### config.mk
export PLATFORM = sky130hd
export DESIGN_NAME = dc_arb
export DESIGN_NICKNAME = d
export VERILOG_FILES = /design/src/rtl/dc_arb.sv
export SDC_FILE = /design/constraint.sdc
export NUM_CORES = 1
export LEC_CHECK = 0
export BUFFER_PORTS_ARGS = -buffer_cell sky130_fd_sc_hd__buf_2
export CAP_MARGIN = 10
export CORE_AREA = 3 3 132 134
export DETAILED_ROUTE_END_ITERATION = 10
export DIE_AREA = 0 0 135 137
export PLACE_DENSITY_LB_ADDON = 0.3
export SYNTH_ARGS = -nofsm -noshare
export SYNTH_HDL_FRONTEND = slang
export SYNTH_SLANG_ARGS = --single-unit
### constraint.sdc
create_clock -name clk -period 4.33 [get_ports clk]
set_input_delay 0.433 -clock clk [delete_from_list [all_inputs] [get_ports clk]]
set_output_delay 0.433 -clock clk [all_outputs]
set_load 0.02 [all_outputs]
### src/rtl/dc_arb.sv
// Two-port data-cache request arbiter with in-order load response routing and port-0 flush squashing.
// Optional starvation relief for port 1 is built when DC_ARB_STARVE_EN is defined.
module dc_arb #(
    parameter int MAX_OUT    = 4,
    parameter int STARVE_LIM = 8
) (
    input  logic        clk,
    input  logic        rst_n,

    input  logic        p0_req,
    input  logic [3:0]  p0_op,
    input  logic [31:0] p0_addr,
    input  logic [4:0]  p0_tag,
    input  logic [31:0] p0_wdata,
    output logic        p0_ready,
    input  logic        p0_flush,
    output logic        p0_valid,
    output logic        p0_error,
    output logic [4:0]  p0_rtag,
    output logic [31:0] p0_rdata,

    input  logic        p1_req,
    input  logic [3:0]  p1_op,
    input  logic [31:0] p1_addr,
    input  logic [4:0]  p1_tag,
    input  logic [31:0] p1_wdata,
    output logic        p1_ready,
    output logic        p1_valid,
    output logic        p1_error,
    output logic [4:0]  p1_rtag,
    output logic [31:0] p1_rdata,

    output logic        dc_req,
    output logic [3:0]  dc_op,
    output logic [31:0] dc_addr,
    output logic [5:0]  dc_tag,
    output logic [31:0] dc_wdata,
    input  logic        dc_ready,
    input  logic        dc_valid,
    input  logic        dc_error,
    input  logic [5:0]  dc_rtag,
    input  logic [31:0] dc_rdata
);

    localparam int CW = $clog2(MAX_OUT) + 1;

    generate
        if (MAX_OUT < 2 || MAX_OUT > 8 || (MAX_OUT & (MAX_OUT - 1)) != 0) begin : g_bad_max_out
            $error("dc_arb: MAX_OUT must be a power of two in 2..8");
        end
        if (STARVE_LIM < 1) begin : g_bad_starve_lim
            $error("dc_arb: STARVE_LIM must be at least 1");
        end
    endgenerate

    logic [CW-1:0] r_out0;
    logic [CW-1:0] r_out1;
    logic [CW-1:0] r_sq;

    logic w_ld0, w_ld1;
    logic w_elig0, w_elig1;
    logic w_force;
    logic w_sel1;
    logic w_beat;
    logic w_iss0, w_iss1;
    logic w_ret0, w_ret1;
    logic w_squash;

    assign w_ld0 = ~p0_op[0];
    assign w_ld1 = ~p1_op[0];

    // A flushing port 0 is kept off the bus so downstream never accepts a beat p0 thinks was refused.
    assign w_elig0 = p0_req & ~p0_flush & (~w_ld0 | (r_out0 < CW'(MAX_OUT)));
    assign w_elig1 = p1_req & (~w_ld1 | (r_out1 < CW'(MAX_OUT)));

    assign w_sel1 = w_elig1 & (~w_elig0 | w_force);

    assign dc_req   = rst_n & (w_elig0 | w_elig1);
    assign dc_op    = w_sel1 ? p1_op    : p0_op;
    assign dc_addr  = w_sel1 ? p1_addr  : p0_addr;
    assign dc_wdata = w_sel1 ? p1_wdata : p0_wdata;
    assign dc_tag   = w_sel1 ? {1'b1, p1_tag} : {1'b0, p0_tag};

    assign w_beat   = dc_req & dc_ready;
    assign p0_ready = w_beat & ~w_sel1;
    assign p1_ready = w_beat & w_sel1;

    assign w_iss0 = p0_ready & w_ld0;
    assign w_iss1 = p1_ready & w_ld1;

    // Responses with no matching outstanding load (e.g. issued before reset) are ignored entirely.
    assign w_ret0   = rst_n & dc_valid & ~dc_rtag[5] & (r_out0 != '0);
    assign w_ret1   = rst_n & dc_valid &  dc_rtag[5] & (r_out1 != '0);
    assign w_squash = (r_sq != '0);

    assign p0_valid = w_ret0 & ~w_squash;
    assign p0_error = p0_valid & dc_error;
    assign p0_rtag  = dc_rtag[4:0];
    assign p0_rdata = dc_rdata;

    assign p1_valid = w_ret1;
    assign p1_error = w_ret1 & dc_error;
    assign p1_rtag  = dc_rtag[4:0];
    assign p1_rdata = dc_rdata;

    always_ff @(posedge clk or negedge rst_n) begin
        if (!rst_n) begin
            r_out0 <= '0;
            r_out1 <= '0;
            r_sq   <= '0;
        end else begin
            r_out0 <= r_out0 + CW'(w_iss0) - CW'(w_ret0);
            r_out1 <= r_out1 + CW'(w_iss1) - CW'(w_ret1);
            if (p0_flush) begin
                r_sq <= r_out0 - CW'(w_ret0);
            end else if (w_ret0 && w_squash) begin
                r_sq <= r_sq - 1'b1;
            end
        end
    end

`ifdef DC_ARB_STARVE_EN
    localparam int SW = $clog2(STARVE_LIM + 1);

    logic [SW-1:0] r_starve;

    assign w_force = (r_starve >= SW'(STARVE_LIM));

    always_ff @(posedge clk or negedge rst_n) begin
        if (!rst_n) begin
            r_starve <= '0;
        end else if (!w_elig1 || p1_ready) begin
            r_starve <= '0;
        end else if (p0_ready && !w_force) begin
            r_starve <= r_starve + 1'b1;
        end
    end
`else
    assign w_force = 1'b0;
`endif

endmodule

After elaboration in Yosys (flattened, before gate mapping)
Index checks and enable logic that the tools add are counted.
{"block": "totals", "ff_bits": 9, "latchBits": 0, "mem_bits_rw": 0, "romBits": 0, "in_bits": 192, "output_inout_bits": 155, "n_memories": 0}
{"block": "classes", "n_addsub": 6, "multipliers": 0, "div_mod_pow": 0, "n_lt_le_gt_ge": 2, "eq_ne": 0, "shifts": 0, "mux": 6, "bitwise": 28, "reduce_logical": 5}
{"operator": "2-to-1 mux 32 bit", "n": 2}
{"operator": "bitwise AND 1 bit", "n": 18}
{"operator": "nonzero test 3 bit", "n": 3}
{"operator": "subtractor 3 x 1 -> 3 bit", "n": 3}
{"operator": "inverter 1 bit", "n": 7}
{"operator": "adder 3 x 1 -> 3 bit", "n": 2}
{"operator": "less-than comparator 3 bit, second input constant", "n": 2}
{"operator": "2-to-1 mux 3 bit", "n": 2}
{"operator": "2-to-1 mux 6 bit", "n": 1}
{"operator": "2-to-1 mux 4 bit", "n": 1}
{"operator": "OR 1 bit", "n": 3}
{"operator": "subtractor 3 x 1 -> 3 bit, second input constant", "n": 1}
{"operator": "nonzero test 2 bit", "n": 1}
{"operator": "logical AND 1 bit", "n": 1}

Logic depth before layout (Yosys ltp)
{"block": "logic_depth", "word_depth": 10, "ltp_mapped": 11, "mapped_depth_nobuf": 10}

Worst setup path after synthesis
No wires, ideal clock.
{"block": "synth_path", "path_type": "in2reg", "start": "in p0_flush", "end": "reg r_out0[2]", "setup_ps": 124, "t_arrival_ps": 2330, "t_required_ps": 4206, "slack_ps": 1877, "path_stages": 10, "path_cell_list": "nand2b_1 > or2_2 > or3_1 > ha_1 > inv_1 > ha_1 > inv_1 > fa_1 > xnor2_1 > xnor2_1"}
{"block": "synth_between", "elab_chain_len": 10, "elab_cells_between_ends": 13}
{"item": "start: declaration", "line_no": "16", "source": "input logic p0_flush,"}
{"item": "inverter 1 bit (*)", "line_no": "73", "source": "assign w_elig0 = p0_req & ~p0_flush & (~w_ld0 | (r_out0 < CW'(MAX_OUT)));"}
{"item": "bitwise AND 1 bit (*) (2 in a row)", "line_no": "73"}
{"item": "OR 1 bit / inverter 1 bit (equally long branches)", "line_no": "78, 76"}
{"item": "bitwise AND 1 bit (on tied branches)", "line_no": "78, 76"}
{"item": "bitwise AND 1 bit / inverter 1 bit (equally long branches)", "line_no": "84, 85"}
{"item": "bitwise AND 1 bit (*)", "line_no": "85", "source": "assign p0_ready = w_beat & ~w_sel1;"}
{"item": "bitwise AND 1 bit (*)", "line_no": "88", "source": "assign w_iss0 = p0_ready & w_ld0;"}
{"item": "adder 3 x 1 -> 3 bit (*)", "line_no": "112", "source": "r_out0 <= r_out0 + CW'(w_iss0) - CW'(w_ret0);"}
{"item": "subtractor 3 x 1 -> 3 bit (*)", "line_no": "112"}
{"item": "end signal: assignment", "line_no": "112"}
{"item": "end: declaration", "line_no": "56", "source": "logic [CW-1:0] r_out0;"}
Mark *: on every way between the ends. The rest lies on a longest branch, timed or not.
A chain may end at the register's enable or synchronous reset.

Worst setup path in the final report
{"block": "layout_path", "start": "reg r_out0[2]", "end": "out dc_addr[10]"}
{"block": "layout_between", "elab_chain_len": 6}
{"item": "less-than comparator 3 bit", "line_no": "73"}
{"item": "OR 1 bit", "line_no": "73"}
{"item": "bitwise AND 1 bit", "line_no": "73"}
{"item": "inverter 1 bit", "line_no": "76", "source": "assign w_sel1 = w_elig1 & (~w_elig0 | w_force);"}
{"item": "bitwise AND 1 bit", "line_no": "76"}
{"item": "2-to-1 mux 32 bit", "line_no": "80", "source": "assign dc_addr = w_sel1 ? p1_addr : p0_addr;"}
{"item": "end: declaration", "line_no": "35", "source": "output logic [31:0] dc_addr,"}
Every way passes these cells.

==> results.toml <==
[cts]
path_clk_slew_ps = 40
cts_sinks = 9
cts_buffers = 3
clk_path_buf_depth = 2
clk_latency_ps = 240
clockRootBuffer = "clkbuf_16"
cts_resized = 0
htreeDepth = 1
cts_tree = "built"
cts_hold_buf = 0
postCtsSetupBuffers = 0

[worst_hold_path]
min_path_type = "input pin to asynchronous set/reset pin"

[sta]
slew_headroom = 0.550
drv_slew = 0
setup_viol_count_final = 0
tns_ps = 0
rsz0062_at_grt = "no"
worstMarginPinSlew_ps = 670
fmax_mhz = 353
period_share = 0.653
fin_crit_ps = 2830
fin_skew_ps = 1.60
hold_viol = 0

[synth]
synth_fp_nets = 429
synth.yosys.seq_area_share = 0.0992
syn_inst = 227
avgSynthCellArea_sq_um = 10.0
async_reset_ff_frac = 1.00
yosysWarnings = 0
syn_area_sq_um = 2270
synth_cell_type_count = 27
synth-edff-count = 0
synth_seq_cells = 9
synthFlopType = "dfrtp_1"

[grt]
first_global_vias = 2175
grt_overflow_total = 0
grt_pass1_wl_mm = 11.9
antenna_found_initial = 4
grtUsageTotal = 0.0846
grt_max_degree = 40

[floorplanning]
dieArea_sq_um = 18500
start_util = 0.138
die_h_microns = 137
die_w_microns = 135
io_pins = 347
core_area_sq_um = 16400
num_rows = 47

[power_and_ir_drop]
switching_share = 0.427
internal_power_w = 0.000613
seqPwrFrac = 0.159
switchingPower_w = 0.000456
clkPwrFrac = 0.154
leakagePower_nw = 1.79
vdd_drop_max_uv = 103
p_comb_frac = 0.687
power_w = 0.00107
p_per_area_nw_per_um2 = 335

[final_layout]
multiInputGateArea_sq_um = 1370
fin_area_sq_um = 3200
fillers = 1828
final_nets = 588
final_cell_mix = "buf_2 (235), mux2_4 (38), mux2_2 (35), inv_1 (13), dfrtp_1 (9)"
area_delta_synth_final_pct = 40.7
ff_latch_area_sq_um = 225
layout_commonest_cell = "buf_2"
final_cells = 606
final_util = 0.195
drive_gt1_frac = 0.818

[run]
drv_cap = 0

[worst_setup_path]
worst_setup_path_end_kind = "output port"
cp-start-kind = "flop"
worstPathArrival_ps = 2400
timing.rr.start = "r_out0[2]"
rrSetupSlack_ps = 1660
r2r_cells = 10
worstReg2RegEnd = "r_out1[2]"
cp_max_fo = 39
crit_required_ps = 3900
critical_path.endpoint = "dc_addr[10]"
crit_type = "flop to output port"
worstSetupStartpoint = "r_out0[2]"

[placement]
port_buffers = 235
place_area_sq_um = 3110
place.gp.congestion = 0.831
hpwl_mm = 8.29
place_inst = 601

[route]
drt-total-wl_mm = 8.93
via_per_inst = 3.59
drt-initial-drc-count = 31
post_drt_wl_per_cell_microns = 14.7
drcViolationCount = 0
drtAntennaViolNets = 0
via_count = 2175
drt-pass1-iter-count = 4

[outcome]
outcome = "finished, final reports clean"
[cell usage after synthesis, drive strengths merged (2+ instances only)]
cell type / count / area [sq um]
nor4: 2 / 12.5
o31a: 6 / 52.6
dfrtp: 9 / 225
nand2: 4 / 15.0
nor2b: 2 / 12.5
mux2: 73 / 965
nor3: 2 / 10.0
xnor2: 5 / 43.8
or3: 2 / 12.5
inv: 13 / 48.8
nor2: 5 / 18.8
fa: 2 / 40.0
and2: 2 / 12.5
ha: 8 / 100
buf: 83 / 634
[kinds of logic after synthesis]
| group | share of synthesized area |
|---|---|
| buffers and inverters | 0.301 |
| muxes | 0.425 |
| and+or+nand+nor | 0.0590 |
| adders and majority gates | 0.0617 |
| AOI/OAI and AO/OA | 0.0353 |
| DFF | 0.0992 |
| xor gates and xnor gates | 0.0193 |
[critical path: stages (launching register included)]
cell and delay [ps]:
dfrtp_1 430, nor2b_1 190, o221ai_4 390, buf_4 540
mux2_2 400, buf_2 160
[through the flow]
stage / setup WS, ps / hold WS (ps)
final: 1500 / 67.8
after CTS: 1470 / 81.2
after global routing: 1360 / 85.3
after detailed placement: 1530 / 332
after floorplan: 1880 / 137
after global placement: 1570 / 322
[power by group through the flow]
stage,combinational [W],sequential (W),clock (W)
after floorplan,0.000634,0.000162,0
after global placement,0.000733,0.000172,0
after detailed placement,0.000743,0.000173,0
after CTS,0.000747,0.000171,0.000168
after global routing,0.000797,0.000178,0.000171
final,0.000735,0.000170,0.000164
[flip-flops by register name, indices dropped and copies added (netlist names)]
name and count:
r_out0 3, r_out1 3, r_sq 3
[worst min-delay path by stage]
stage | start | to | slack, ps | depth (start not counted)
6_report | rst_n | r_out1[0] | 70 | 1
5_1_grt | rst_n | r_out1[0] | 90 | 1
4_1_cts | rst_n | r_out1[0] | 80 | 1
3_5_place_dp | rst_n | r_out1[0] | 330 | 1
3_3_place_gp | rst_n | r_out1[0] | 320 | 1
2_1_floorplan | rst_n | r_out0[0] | 140 | 0
[layer usage]
layer,track usage,share of wire
met1,0.0959,0.36
met2,0.162,0.50
met3,0.0188,0.12
met4,0.0174,0.011
met5,0,0
[cell type report]
type / count / share of cell area
flip-flops and latches: 9 / 0.0705
well taps: 220 / 0.0861
diodes: 1 / 0.000783
inverters: 13 / 0.0153
clock buffers: 4 / 0.0247
repair buffers: 237 / 0.373
multi-input cells: 122 / 0.430
Power figures use the tool's default switching activity.
